$ cat config.mk
export PLATFORM = sky130hd
export DESIGN_NAME = fp32_to_fixed
export DESIGN_NICKNAME = d
export VERILOG_FILES = /design/src/rtl/fp_alu_pkg.sv /design/src/rtl/fp32_unpack.sv /design/src/rtl/fp32_to_fixed.sv
export SDC_FILE = /design/constraint.sdc
export NUM_CORES = 1
export LEC_CHECK = 0
export BUFFER_PORTS_ARGS = -buffer_cell sky130_fd_sc_hd__buf_2
export CORE_ASPECT_RATIO = 1.75
export CORE_MARGIN = 1.5
export CORE_UTILIZATION = 60
export DETAILED_ROUTE_END_ITERATION = 12
export GPL_ROUTABILITY_DRIVEN = 1
export HOLD_SLACK_MARGIN = 0.15
export MAX_ROUTING_LAYER = met4
export PLACE_DENSITY = 0.81
export RECOVER_POWER = 50
export SYNTH_ARGS = -nofsm -noshare
export SYNTH_HDL_FRONTEND = slang
export SYNTH_SLANG_ARGS = --single-unit
$ cat constraint.sdc
create_clock -name clk -period 6.5 [get_ports clk]
set_clock_uncertainty 0.1 [all_clocks]
set_input_delay 1.3 -clock clk [delete_from_list [all_inputs] [get_ports clk]]
set_output_delay 1.3 -clock clk [all_outputs]
set_load 0.05 [all_outputs]
$ cat src/rtl/fp_alu_pkg.sv
// rtl/fp_alu_pkg.sv - shared fp32 field constants and FSM state encodings
package fp_alu_pkg;
  localparam int FP32_EXP_W  = 8;
  localparam int FP32_MANT_W = 23;
  localparam int FP32_BIAS   = 127;
  localparam logic [FP32_EXP_W-1:0] EXP_SPECIAL = 8'hFF;

  localparam logic [1:0] ST_IDLE  = 2'd0;
  localparam logic [1:0] ST_SHIFT = 2'd1;
  localparam logic [1:0] ST_PACK  = 2'd2;
  localparam logic [1:0] ST_DONE  = 2'd3;
endpackage

$ cat src/rtl/fp32_unpack.sv
// rtl/fp32_unpack.sv - splits an fp32 word into fields and classifies it
module fp32_unpack
  import fp_alu_pkg::*;
(
  input  logic [31:0]             i_fp,
  output logic                    o_sign,
  output logic [FP32_EXP_W-1:0]   o_exp,
  output logic [FP32_MANT_W:0]    o_mant_h,
  output logic                    o_is_zero,
  output logic                    o_is_denorm,
  output logic                    o_is_inf,
  output logic                    o_is_nan
);
  logic w_exp_zero;
  logic w_exp_max;
  logic w_mant_nz;

  assign o_sign      = i_fp[31];
  assign o_exp       = i_fp[30:23];
  assign w_exp_zero  = (o_exp == '0);
  assign w_exp_max   = (o_exp == EXP_SPECIAL);
  assign w_mant_nz   = (i_fp[22:0] != '0);
  assign o_mant_h    = {~w_exp_zero, i_fp[22:0]};
  assign o_is_zero   = w_exp_zero & ~w_mant_nz;
  assign o_is_denorm = w_exp_zero & w_mant_nz;
  assign o_is_inf    = w_exp_max & ~w_mant_nz;
  assign o_is_nan    = w_exp_max & w_mant_nz;
endmodule

$ cat src/rtl/fp32_to_fixed.sv
// rtl/fp32_to_fixed.sv - iterative fp32 to signed fixed-point converter
module fp32_to_fixed
  import fp_alu_pkg::*;
#(
  parameter int OUT_W  = 32,
  parameter int FRAC_W = 16
) (
  input  logic             clk,
  input  logic             rst_n,
  input  logic             in_valid,
  output logic             in_ready,
  input  logic [31:0]      in_data,
  output logic             out_valid,
  input  logic             out_ready,
  output logic [OUT_W-1:0] out_data,
  output logic             out_ovf,
  output logic             out_nan,
  output logic             out_inexact
);
  localparam logic [OUT_W-1:0] MAX_POS = {1'b0, {(OUT_W-1){1'b1}}};
  localparam logic [OUT_W-1:0] MIN_NEG = {1'b1, {(OUT_W-1){1'b0}}};

  logic                  w_sign;
  logic [FP32_EXP_W-1:0] w_exp;
  logic [FP32_MANT_W:0]  w_mant_h;
  logic                  w_is_zero, w_is_denorm, w_is_inf, w_is_nan;
  logic signed [9:0]     w_s;
  logic [9:0]            w_abs;
  logic                  w_too_big;

  logic [1:0]            r_state;
  logic [OUT_W-1:0]      r_mag;
  logic [9:0]            r_cnt;
  logic                  r_sign, r_left, r_sticky, r_nan, r_sat;
  logic [OUT_W-1:0]      r_out_data;
  logic                  r_ovf, r_nan_o, r_inexact;

  logic [OUT_W-1:0]      w_res;
  logic                  w_ovf, w_inex;

  fp32_unpack u_unpack (
    .i_fp        (in_data),
    .o_sign      (w_sign),
    .o_exp       (w_exp),
    .o_mant_h    (w_mant_h),
    .o_is_zero   (w_is_zero),
    .o_is_denorm (w_is_denorm),
    .o_is_inf    (w_is_inf),
    .o_is_nan    (w_is_nan)
  );

  // s is the left-shift distance that places the binary point at FRAC_W
  assign w_s       = {2'b00, w_exp} - 10'(FP32_BIAS + FP32_MANT_W) + 10'(FRAC_W);
  assign w_abs     = w_s[9] ? 10'(-w_s) : 10'(w_s);
  assign w_too_big = (w_s > 10'sd0) && (int'(w_s) + FP32_MANT_W >= OUT_W);

  always_comb begin
    w_res  = r_sign ? (~r_mag + 1'b1) : r_mag;
    w_ovf  = 1'b0;
    w_inex = r_sticky;
    if (r_nan) begin
      w_res  = '0;
      w_inex = 1'b0;
    end else if (r_sat || (r_sign ? (r_mag > MIN_NEG) : (r_mag > MAX_POS))) begin
      w_res  = r_sign ? MIN_NEG : MAX_POS;
      w_ovf  = 1'b1;
      w_inex = 1'b0;
    end
  end

  always_ff @(posedge clk or negedge rst_n) begin
    if (!rst_n) begin
      r_state    <= ST_IDLE;
      r_mag      <= '0;
      r_cnt      <= '0;
      r_sign     <= 1'b0;
      r_left     <= 1'b0;
      r_sticky   <= 1'b0;
      r_nan      <= 1'b0;
      r_sat      <= 1'b0;
      r_out_data <= '0;
      r_ovf      <= 1'b0;
      r_nan_o    <= 1'b0;
      r_inexact  <= 1'b0;
    end else begin
      case (r_state)
        ST_IDLE: if (in_valid) begin
          r_sign   <= w_sign;
          r_mag    <= {{(OUT_W-FP32_MANT_W-1){1'b0}}, w_mant_h};
          r_cnt    <= w_abs;
          r_left   <= ~w_s[9];
          r_sticky <= 1'b0;
          r_nan    <= 1'b0;
          r_sat    <= 1'b0;
          r_state  <= ST_PACK;
          // Zero-result cases clear mag so PACK's negate of -0 stays 0
          if (w_is_nan) begin
            r_nan <= 1'b1;
            r_mag <= '0;
          end else if (w_is_inf) begin
            r_sat <= 1'b1;
          end else if (w_is_zero || w_is_denorm) begin
            r_mag    <= '0;
            r_sticky <= w_is_denorm;
          end else if (w_too_big) begin
            r_sat <= 1'b1;
          end else if (w_s < -10'sd24) begin
            r_mag    <= '0;
            r_sticky <= 1'b1;
          end else if (w_s != 10'sd0) begin
            r_state <= ST_SHIFT;
          end
        end
        ST_SHIFT: begin
          if (r_left) begin
            r_mag <= r_mag << 1;
          end else begin
            r_mag    <= r_mag >> 1;
            r_sticky <= r_sticky | r_mag[0];
          end
          r_cnt <= r_cnt - 10'd1;
          if (r_cnt == 10'd1) r_state <= ST_PACK;
        end
        ST_PACK: begin
          r_out_data <= w_res;
          r_ovf      <= w_ovf;
          r_nan_o    <= r_nan;
          r_inexact  <= w_inex;
          r_state    <= ST_DONE;
        end
        default: if (out_ready) r_state <= ST_IDLE;
      endcase
    end
  end

  assign in_ready    = (r_state == ST_IDLE);
  assign out_valid   = (r_state == ST_DONE);
  assign out_data    = r_out_data;
  assign out_ovf     = r_ovf;
  assign out_nan     = r_nan_o;
  assign out_inexact = r_inexact;
endmodule

-- Yosys cells after proc, flatten, opt, wreduce, memory -nomap -nowiden
Cells that the tools add are included.
- output and inout bits: 37
- bits of input ports: 36
- register bits: 84
- word-level logic and storage cells: 96
- reductions and logical operators: 13
- multiplexer cells: 43
- $add $sub $neg: 6
- magnitude comparators: 5
- bitwise gates (word level): 9
- equal/unequal tests: 8
- operators by type and width (cell ; number):
    2-to-1 mux 32 bit ; 6
    2-to-1 mux 24 bit ; 5
    case mux 32 bit (2 select lines) ; 1
    adder 32 x 1 -> 32 bit (second input constant) ; 1
    > comparator 32 x 31 -> 1 bit (second input constant) ; 1
    > comparator 32 bit (second input constant) ; 1
    NOT 32 bit ; 1
    nonzero test 23 bit ; 1
    2-to-1 mux 10 bit ; 2
    case mux 10 bit (2 select lines) ; 1
    2-to-1 mux 2 bit ; 9
    2-to-1 mux 1 bit ; 17
    adder 10 x 6 -> 11 bit (second input constant) ; 1
    greater-or-equal comparator 11 x 7 -> 1 bit (second input constant) ; 1
    adder 9 x 6 -> 10 bit (second input constant) ; 1
    equality test 10 x 1 -> 1 bit (second input constant) ; 1
    > comparator 10 x 1 -> 1 bit (second input constant) ; 1
    less-than comparator 10 x 6 -> 1 bit (second input constant) ; 1
    negation 10 bit ; 1
    nonzero test 10 bit ; 1
    subtractor 10 x 1 -> 10 bit (second input constant) ; 1
    subtractor 8 x 8 -> 9 bit (second input constant) ; 1
    equality test 8 bit (second input constant) ; 1
    zero test 8 bit ; 1
    other kinds (15) ; 26

-- Depth between registers and ports, before layout
Gate-level depths: netlist (run 1).
- word-level depth: 11
- gate-level depth with buffers: 13
- depth with buffers taken out: 11

-- By module
Synthesis (run 1) repeated with hierarchy kept, for this count alone.
- cells, all modules: 749
- area, all modules: 6213.5 um^2
- modules (own cells, without submodules) (module ; sequential area each (um^2) ; times used ; area an instance (um^2) ; cells each):
    fp32_to_fixed ; 2102.0 ; 1 ; 5838.1 ; 697
    fp32_unpack ; 0.0 ; 1 ; 375.4 ; 52

-- Least setup slack after synthesis (run 1)
OpenSTA, ideal clock, no wires.
- path type: input -> register
- start point: in in_data[24]
- end point: reg r_mag[15]
- data arrival time: 4062 ps
- library setup time: 77 ps
- setup slack: 2260 ps
- buffers on the path: 3
- cell stages on the path: 13
- required time: 6323 ps
- cell sequence: ha_1 buf_2 o21ai_1 xor2_1 ha_1 clkbuf_1 and2_1 a32oi_1 or3b_4 a221oi_4 buf_6 a21oi_1 a21oi_1
- cells in the longest elaborated chain, start to end: 11
- elaborated cells between the ends (all ways): 21
- classes of those cells: 3 x add/sub; 3 x order compare; 1 x eq/ne; 7 x mux; 4 x bitwise; 3 x reduce/logical
- RTL lines (element ; RTL line ; RTL):
    start: declaration ; fp32_to_fixed.sv:12 ; input logic [31:0] in_data,
    subtractor 8 x 8 -> 9 bit ; fp32_to_fixed.sv:53 ; assign w_s = {2'b00, w_exp} - 10'(FP32_BIAS + FP32_MANT_W) + 10'(FRAC_W);
    adder 9 x 6 -> 10 bit ; fp32_to_fixed.sv:53 ;
    adder 10 x 6 -> 11 bit ; fp32_to_fixed.sv:55 ; assign w_too_big = (w_s > 10'sd0) && (int'(w_s) + FP32_MANT_W >= OUT_W);
    greater-or-equal comparator 11 x 7 -> 1 bit ; fp32_to_fixed.sv:55 ;
    logical AND 1 bit ; fp32_to_fixed.sv:55 ;
    2-to-1 mux 24 bit ; fp32_to_fixed.sv:105 ; end else if (w_too_big) begin
    2-to-1 mux 24 bit ; fp32_to_fixed.sv:102 ; end else if (w_is_zero || w_is_denorm) begin
    2-to-1 mux 24 bit ; fp32_to_fixed.sv:100 ; end else if (w_is_inf) begin
    2-to-1 mux 24 bit * ; fp32_to_fixed.sv:97 ; if (w_is_nan) begin
    2-to-1 mux 32 bit * ; fp32_to_fixed.sv:87 ; ST_IDLE: if (in_valid) begin
    case mux 32 bit (2 select lines) * ; fp32_to_fixed.sv:86 ; case (r_state)
    end signal: assignment ; fp32_to_fixed.sv:89 ; r_mag <= {{(OUT_W-FP32_MANT_W-1){1'b0}}, w_mant_h};
    end signal: assignment ; fp32_to_fixed.sv:116 ; r_mag <= r_mag << 1;
    end signal: assignment ; fp32_to_fixed.sv:118 ; r_mag <= r_mag >> 1;
    end: declaration ; fp32_to_fixed.sv:32 ; logic [OUT_W-1:0] r_mag;
Mark *: on every way between the ends. The rest lies on a longest branch, timed or not. The select of a mux whose other input is x is not followed.
A chain may end at the register's enable or synchronous reset.

-- Final worst setup path (run 1)
- start point: in in_data[24]
- end point: reg r_mag[14]
Same word-level chain as after synthesis.

==> out/qor.log, run 1 <==
qor: setup_path.worst_setup_path_end_kind register
qor: timing.layout_setup_ws 1.74 ns
qor: synth.synth-seq-cells 84
qor: setup_path.cp_data_required_time 6.66 ns
qor: cells_and_area.final_nets 789
qor: synth.post_synth.cell_area_avg 8.31 um2
qor: route.totalWireLength 14500 um
qor: die.design.die.area 10200 um2
qor: route.drt-vias-per-instance 6.18
qor: clocking.clock_tree.htree_level_count 3
qor: setup_path.timing.setup.critical_path_class in -> reg
qor: outcome.failing_checks max-capacitance violations, max-slew violations
qor: timing.setup_total_negative_slack 0 ns
qor: clocking.cts_made_buffers 9
qor: setup_path.critical-path-max-stage-delay 0.87 ns
qor: timing.final-max-slew-violation-count 40
qor: setup_path.setup.worst_path.start_class input port
qor: die.die_w 77.1 um
qor: global_route.groute.layer.met2.usage 0.527
qor: setup_path.path_delay_family compound AO/OA/AOI/OAI gates
qor: cells_and_area.layout-drive-gt1-share 0.132
qor: timing.worstMarginPinSlew 1.57 ns
qor: route.vias 5342
qor: place.placed_cell_area 6120 um2
qor: run.cap_violations 1
qor: place.place_congestion 0.917
qor: place.dp.final_hpwl 10400 um
qor: global_route.number_of_antenna_violations_at_the_first_check_in_global_routing 0
qor: timing.fmax 210 MHz
qor: global_route.first_pass_grt_wire_length 23700 um
qor: synth.synth_edf_count 0
qor: die.initial_standard_cell_utilization_of_the_core 0.613
qor: place.dp_worst_setup_slack 1.44 ns
qor: clocking.cts_tree done
qor: die.core-area 9410 um2
qor: die.boundaryPins 73
qor: place.portBuffers 72
qor: global_route.groute.layer.met1.usage 0.323
qor: cells_and_area.mostFrequentLayoutCell sky130_fd_sc_hd__dfrtp_1
qor: clocking.cts.hold.buffers_added 0
qor: setup_path.regToRegSetupSlack 2.82 ns
qor: route.drtAntennaViolNets 0
qor: clocking.clk-insertion-delay-late 0.34 ns
qor: die.placementRows 47
qor: setup_path.crit_slowest_cell sky130_fd_sc_hd__a221oi_4
qor: timing.finalSetupViolCount 0
qor: global_route.first_global_vias 5038
qor: global_route.top_usage_layer met2
qor: global_route.grt.total_usage 0.298
qor: min_path.kind_of_path_behind_the_tightest_hold_check reg -> reg
qor: global_route.grt_overflow_total 0
qor: clocking.cts_buffer_depth 2
qor: synth.synth_ff_type sky130_fd_sc_hd__dfrtp_1
qor: global_route.grt_util_met3 0.0490
qor: cells_and_area.diodes 0
qor: route.drt_first_iter_violations 454
qor: cells_and_area.commonest_cells_after_routing_fill_and_taps_aside sky130_fd_sc_hd__dfrtp_1 (84), sky130_fd_sc_hd__nor2_1 (82), sky130_fd_sc_hd__a21oi_1 (74), sky130_fd_sc_hd__buf_2 (55), sky130_fd_sc_hd__inv_1 (54)
qor: synth.synthArstFlopShare 1.00
qor: clocking.clockRootBuffer sky130_fd_sc_hd__clkbuf_16
qor: route.drt_pre_antenna_iters 5
qor: clocking.cts_resized 0
qor: synth.netlist_area 5770 um2
qor: synth.mappedNetlistNets 746
qor: die.die_height 133 um
qor: clocking.clkTransAtPathRegs 0.06 ns
qor: global_route.pin_count_of_the_biggest_net_entering_global_routing 85
qor: route.detail_route.drc_violations 0
qor: setup_path.timing.critical_path.arrival 4.92 ns
qor: setup_path.critPathMaxFanout 24
qor: synth.postSynthCellCount 694
qor: cells_and_area.final_design_area_no_fill 6450 um2
qor: timing.finalWorstPathRequiredPeriod 4.76 ns
qor: synth.yosys_warnings 0
qor: route.wl_per_cell 16.8 um
qor: clocking.post_cts_buffers 0
qor: outcome.run_status finished, violations left
qor: timing.final_hold_viol_count 0
qor: pwr.p_leak 0.00281 uW
qor: setup_path.ordered_list_of_cells_on_the_worst_path buf_2 > ha_1 > o21ai_1 > xor2_1 > ha_1 > and2_1 > a32oi_1 > or3b_4 > a221oi_4 > a21oi_1 > a21oi_1
qor: timing.timing.max_slew.rel_slack -0.0439
qor: cells_and_area.area_growth_syn_to_layout 11.8%
qor: synth.seq_area_frac_synth 0.364
qor: timing.post-route-period-util 0.733
qor: pwr.peakVddDrop 0.274 mV
qor: clocking.clock_sink_count 84
qor: setup_path.worstPathBufferInverterCount 1
qor: timing.rsz0062_at_grt false
qor: synth.synth.distinct_cells 66
qor: pwr.power.density 554 nW/um2
==> synthesized netlist by cell type, drive strengths merged, types with 5 or more instances <==
cell type | instances | share of area
nor4 | 13 | 0.015
xnor2 | 19 | 0.029
nor2 | 82 | 0.053
nor3 | 14 | 0.014
buf | 14 | 0.018
xor2 | 11 | 0.017
dfrtp | 84 | 0.36
clkbuf | 33 | 0.021
o22ai | 33 | 0.036
a21o | 5 | 0.0065
ha | 16 | 0.035
nand3 | 15 | 0.013
nand2 | 42 | 0.027
o21ai | 35 | 0.030
or4 | 5 | 0.0072
a21oi | 75 | 0.066
mux2i | 32 | 0.056
a211oi | 5 | 0.0087
o31ai | 19 | 0.025
inv | 54 | 0.035
nand2b | 8 | 0.0087
or3 | 14 | 0.018
==> through the flow <==
stage	hold slack (ns)	util	instances	power, uW
after floorplan	0.360	-	694	2560
after global placement	0.387	0.650	848	2880
after detailed placement	0.396	0.650	848	2960
after CTS	0.409	0.688	864	3580
after global routing	0.419	0.685	864	3810
final	0.406	0.685	864	3570
==> power breakdown <==
part | internal (uW) | switching (uW)
clock | 396 | 202
sequential | 767 | 274
combinational | 651 | 1280
==> cell type report <==
class / instances / area [um2]
Clock inverter: 4 / 95.1
Multi-Input combinational cell: 508 / 3240
Sequential cell: 84 / 2100
Tap cell: 122 / 153
Clock buffer: 12 / 256
Inverter: 55 / 206
Timing Repair Buffer: 79 / 392
Fill cell: 784 / 2960
==> cell families after synthesis <==
family / after synthesis / share of synthesized area
xor gates and xnor gates: 30 / 0.0456
AOI/OAI and AO/OA: 212 / 0.235
and+or+nand+nor: 214 / 0.181
buffers and inverters: 102 / 0.0753
muxes: 36 / 0.0633
DFF: 84 / 0.364
adders and majority gates: 16 / 0.0347
==> path summary, 6_finish.rpt <==
path                                               start                       end  cells after the start
worst max-delay path                         in_data[24]     r_mag[14]$_DFFE_PN0P_                     11
worst min-delay path            out_data[31]$_DFFE_PN0N_  out_data[31]$_DFFE_PN0N_                      2
worst max register to register     r_mag[17]$_DFFE_PN0P_   out_data[1]$_DFFE_PN0N_                      7
worst min register to register  out_data[31]$_DFFE_PN0N_  out_data[31]$_DFFE_PN0N_                      2
max in group asynchronous                          rst_n  out_data[27]$_DFFE_PN0N_                      1
min in group asynchronous                          rst_n  out_data[17]$_DFFE_PN0N_                      1
==> state kept, by name, summed over array words and instances, names as in the netlist <==
signal       flops
r_mag           32
out_data        32
out_ovf          1
r_state          2
r_cnt           10
r_left           1
r_sat            1
out_inexact      1
r_sign           1
r_sticky         1
r_nan            1
out_nan          1
==> worst register-to-register path, cell delays in order (launching register included) <==
cell	delay, ns
sky130_fd_sc_hd__dfrtp_1	0.44
sky130_fd_sc_hd__or4_1	0.58
sky130_fd_sc_hd__or3_1	0.48
sky130_fd_sc_hd__or4_4	0.62
sky130_fd_sc_hd__o211ai_2	0.18
sky130_fd_sc_hd__nand2_1	0.60
sky130_fd_sc_hd__a221o_1	0.52
sky130_fd_sc_hd__o21ai_0	0.08
==> routing by layer <==
layer	wire length, um	part of all wire	up-vias
met1	5470	0.38	2522
met2	7690	0.53	219
met5	0	0	-
met3	829	0.057	41
met4	558	0.038	0
li1	-	-	2560
No activity file was read; power rests on OpenSTA's default activity.
==> inputs of run 2 (changes only) <==
--- a/config.mk
+++ b/config.mk
@@ -8,12 +8,12 @@
 export BUFFER_PORTS_ARGS = -buffer_cell sky130_fd_sc_hd__buf_2
 export CORE_ASPECT_RATIO = 1.75
 export CORE_MARGIN = 1.5
-export CORE_UTILIZATION = 60
+export CORE_UTILIZATION = 53
 export DETAILED_ROUTE_END_ITERATION = 12
 export GPL_ROUTABILITY_DRIVEN = 1
 export HOLD_SLACK_MARGIN = 0.15
 export MAX_ROUTING_LAYER = met4
-export PLACE_DENSITY = 0.81
+export PLACE_DENSITY = 0.76
 export RECOVER_POWER = 50
 export SYNTH_ARGS = -nofsm -noshare
 export SYNTH_HDL_FRONTEND = slang
==> constraint.sdc (replaced) <==
create_clock -name clk -period 4.2 [get_ports clk]
set_clock_uncertainty 0.1 [all_clocks]
set_input_delay 0.84 -clock clk [delete_from_list [all_inputs] [get_ports clk]]
set_output_delay 0.84 -clock clk [all_outputs]
set_load 0.05 [all_outputs]
==> run 2 against run 1 <==
- global-route usage is 2.4 points lower
- highest routed layer unchanged
- cell area is 0.74% higher
- clock power is 45% higher
- flip-flop and latch count stayed put
- sequential power is 54% higher
- the run still ends with max-capacitance violations, max-slew violations left
- critical endpoint is now r_mag[1]$_DFFE_PN0P_
- first-iteration DRC count is 12% lower
==> out/qor.log, run 2 (synthesis gave the netlist of run 1 again) <==
qor: die.die_w 81.9 um [+6.2%]
qor: pwr.power.density 846 nW/um2 [+53%]
qor: setup_path.critical_path.reg2reg.startpoint r_mag[16]$_DFFE_PN0P_
qor: setup_path.worst_setup_path_end_kind register
qor: die.design.die.area 11500 um2 [+13%]
qor: setup_path.critPathMaxFanout 24 [unchanged]
qor: die.boundaryPins 73 [unchanged]
qor: route.drt_pre_antenna_iters 5 [unchanged]
qor: outcome.run_status finished, violations left
qor: timing.rsz0062_at_grt false
qor: global_route.first_global_vias 5092 [+1.1%]
qor: place.place_congestion 0.905 [-1.2%]
qor: timing.worstMarginPinSlew 1.73 ns [+0.159 ns]
qor: clocking.post_cts_buffers 0 [unchanged]
qor: timing.final-max-slew-violation-count 111 [+180%]
qor: global_route.pin_count_of_the_biggest_net_entering_global_routing 71 [-16%]
qor: global_route.grt.total_usage 0.274 [-0.0244]
qor: route.drt_first_iter_violations 400 [-12%]
qor: cells_and_area.final_nets 798 [+1.1%]
qor: outcome.failing_checks max-capacitance violations, max-slew violations
qor: route.vias 5302 [-0.75%]
qor: cells_and_area.commonest_cells_after_routing_fill_and_taps_aside sky130_fd_sc_hd__dfrtp_1 (84), sky130_fd_sc_hd__nor2_1 (82), sky130_fd_sc_hd__a21oi_1 (74), sky130_fd_sc_hd__buf_2 (55), sky130_fd_sc_hd__inv_1 (54)
qor: cells_and_area.nFillCells 962 [+23%]
qor: clocking.cts_buffer_depth 2 [unchanged]
qor: clocking.clock_sink_count 84 [unchanged]
qor: setup_path.cp_data_required_time 4.36 ns [-2.30 ns]
qor: route.drtAntennaViolNets 0 [unchanged]
qor: cells_and_area.area_of_the_multi_input_gates 3240 um2 [unchanged]
qor: route.wl_per_cell 16.7 um [-0.93%]
qor: global_route.number_of_antenna_violations_at_the_first_check_in_global_routing 0 [unchanged]
qor: setup_path.worst-r2r-cell-count 8 [+1]
qor: cells_and_area.area_growth_syn_to_layout 12.6%
qor: cells_and_area.layout.area.seq 2100 um2 [unchanged]
qor: timing.fmax 276 MHz
qor: route.totalWireLength 14700 um [+1.0%]
qor: cells_and_area.layout-drive-gt1-share 0.141 [+0.00907]
qor: cells_and_area.mostFrequentLayoutCell sky130_fd_sc_hd__dfrtp_1
qor: clocking.clock_tree.htree_level_count 3 [unchanged]
qor: clocking.clkTransAtPathRegs 0.06 ns [about the same]
qor: die.placementRows 50 [+6.4%]
qor: place.portBuffers 72 [unchanged]
qor: setup_path.timing.setup.critical_path_class in -> reg
qor: timing.finalSetupViolCount 0 [unchanged]
qor: timing.fin_hold_ws 0.409 ns [+0.00256 ns]
qor: pwr.p_leak 0.00283 uW [+0.73%]
qor: clocking.cts_made_buffers 9 [unchanged]
qor: setup_path.timing.critical_path.arrival 3.78 ns [-1.14 ns]
qor: setup_path.worst_setup_path_startpoint in_data[24]
qor: clocking.cts.hold.buffers_added 0 [unchanged]
qor: setup_path.setup.worst_path.start_class input port
qor: setup_path.reg2reg_to out_data[1]$_DFFE_PN0N_
qor: route.detail_route.drc_violations 0 [unchanged]
qor: global_route.first_pass_grt_wire_length 23800 um [+0.44%]
qor: global_route.grt_overflow_total 0 [unchanged]
qor: die.die_height 141 um [+6.3%]
qor: place.dp.final_hpwl 10900 um [+4.2%]
qor: timing.timing.max_slew.rel_slack -0.150 [-0.106]
qor: timing.post-route-period-util 0.862
qor: clocking.clockRootBuffer sky130_fd_sc_hd__clkbuf_16
qor: timing.final_hold_viol_count 0 [unchanged]
qor: die.core-area 10600 um2 [+13%]
qor: route.drt-vias-per-instance 6.02 [-2.7%]
qor: clocking.cts_resized 0 [unchanged]
qor: setup_path.regToRegSetupSlack 0.85 ns [-1.97 ns]
qor: die.initial_standard_cell_utilization_of_the_core 0.542 [-0.0707]
qor: min_path.kind_of_path_behind_the_tightest_hold_check reg -> reg
qor: timing.finalWorstPathRequiredPeriod 3.62 ns
qor: cells_and_area.diodes 0 [unchanged]
qor: setup_path.worst_setup_path_endpoint r_mag[1]$_DFFE_PN0P_
qor: run.cap_violations 2 [+1]
qor: timing.setup_total_negative_slack 0 ns [unchanged]
qor: pwr.peakVddDrop 0.423 mV [+54%]
qor: clocking.cts_tree done
qor: clocking.clk-insertion-delay-late 0.34 ns [about the same]
[run 2: cell count changes in the layout (fill, tap and decap cells not counted), sizes merged]
cell / delta
buf: +7
clkbuf: +1
bufinv: -1
clkinvlp: +1
clkinv: +1
[run 2: layout make-up]
cell class / count / area share
multi-input combinational: 508 / 0.499
sequential: 84 / 0.324
timing repair buffer: 88 / 0.0697
clock buffer: 11 / 0.0374
inverter: 55 / 0.0318
tap: 130 / 0.0250
clock inverter: 5 / 0.0131
[run 2: how the worst min path moves through the flow]
stage | from | endpoint | slack [ns] | depth (start not counted)
2_1_floorplan | r_nan$_DFFE_PN0P_ | r_nan$_DFFE_PN0P_ | 0.36 | 2
3_3_place_gp | out_nan$_DFFE_PN0N_ | out_nan$_DFFE_PN0N_ | 0.39 | 1
3_5_place_dp | out_nan$_DFFE_PN0N_ | out_nan$_DFFE_PN0N_ | 0.40 | 1
4_1_cts | out_nan$_DFFE_PN0N_ | out_nan$_DFFE_PN0N_ | 0.41 | 1
5_1_grt | out_nan$_DFFE_PN0N_ | out_nan$_DFFE_PN0N_ | 0.43 | 1
6_report | out_nan$_DFFE_PN0N_ | out_nan$_DFFE_PN0N_ | 0.41 | 1
[run 2: layer usage]
layer,GRT usage,vias to the layer above,wire (um)
li1,-,2580,-
met4,0.147,0,644
met3,0.0498,47,735
met2,0.474,160,7830
met1,0.283,2515,5490
met5,-,-,0
[run 2: per-stage QoR]
| stage | instances | setup WS, ns | util | instance area [um2] | total power [uW] |
|---|---|---|---|---|---|
| final | 881 | 0.581 | 0.611 | 6490 | 5490 |
| after global routing | 881 | 0.384 | 0.611 | 6490 | 5900 |
| after CTS | 881 | 0.621 | 0.614 | 6530 | 5510 |
| after detailed placement | 865 | 0.285 | 0.583 | 6200 | 4630 |
| after global placement | 865 | 0.372 | 0.583 | 6200 | 4520 |
| after floorplan | 694 | 0.420 | - | 5770 | 3970 |
[run 2: power by group]
part | leakage (uW) | total, uW | internal (uW) | switching (uW)
logic | 0.00165 | 3030 | 1030 | 2000
registers | 0.00102 | 1600 | 1190 | 410
clock network | 0.000156 | 865 | 539 | 326
total | 0.00283 | 5490 | 2760 | 2730
[run 2: critical path, stage by stage]
cell,delay (ns)
sky130_fd_sc_hd__buf_2,0.15
sky130_fd_sc_hd__ha_1,0.22
sky130_fd_sc_hd__o21ai_1,0.27
sky130_fd_sc_hd__xor2_1,0.14
sky130_fd_sc_hd__ha_1,0.32
sky130_fd_sc_hd__a21oi_1,0.26
sky130_fd_sc_hd__a32oi_1,0.21
sky130_fd_sc_hd__or3b_4,0.47
sky130_fd_sc_hd__a221oi_4,0.28
sky130_fd_sc_hd__buf_4,0.31
sky130_fd_sc_hd__a221oi_1,0.13
sky130_fd_sc_hd__a21oi_1,0.16
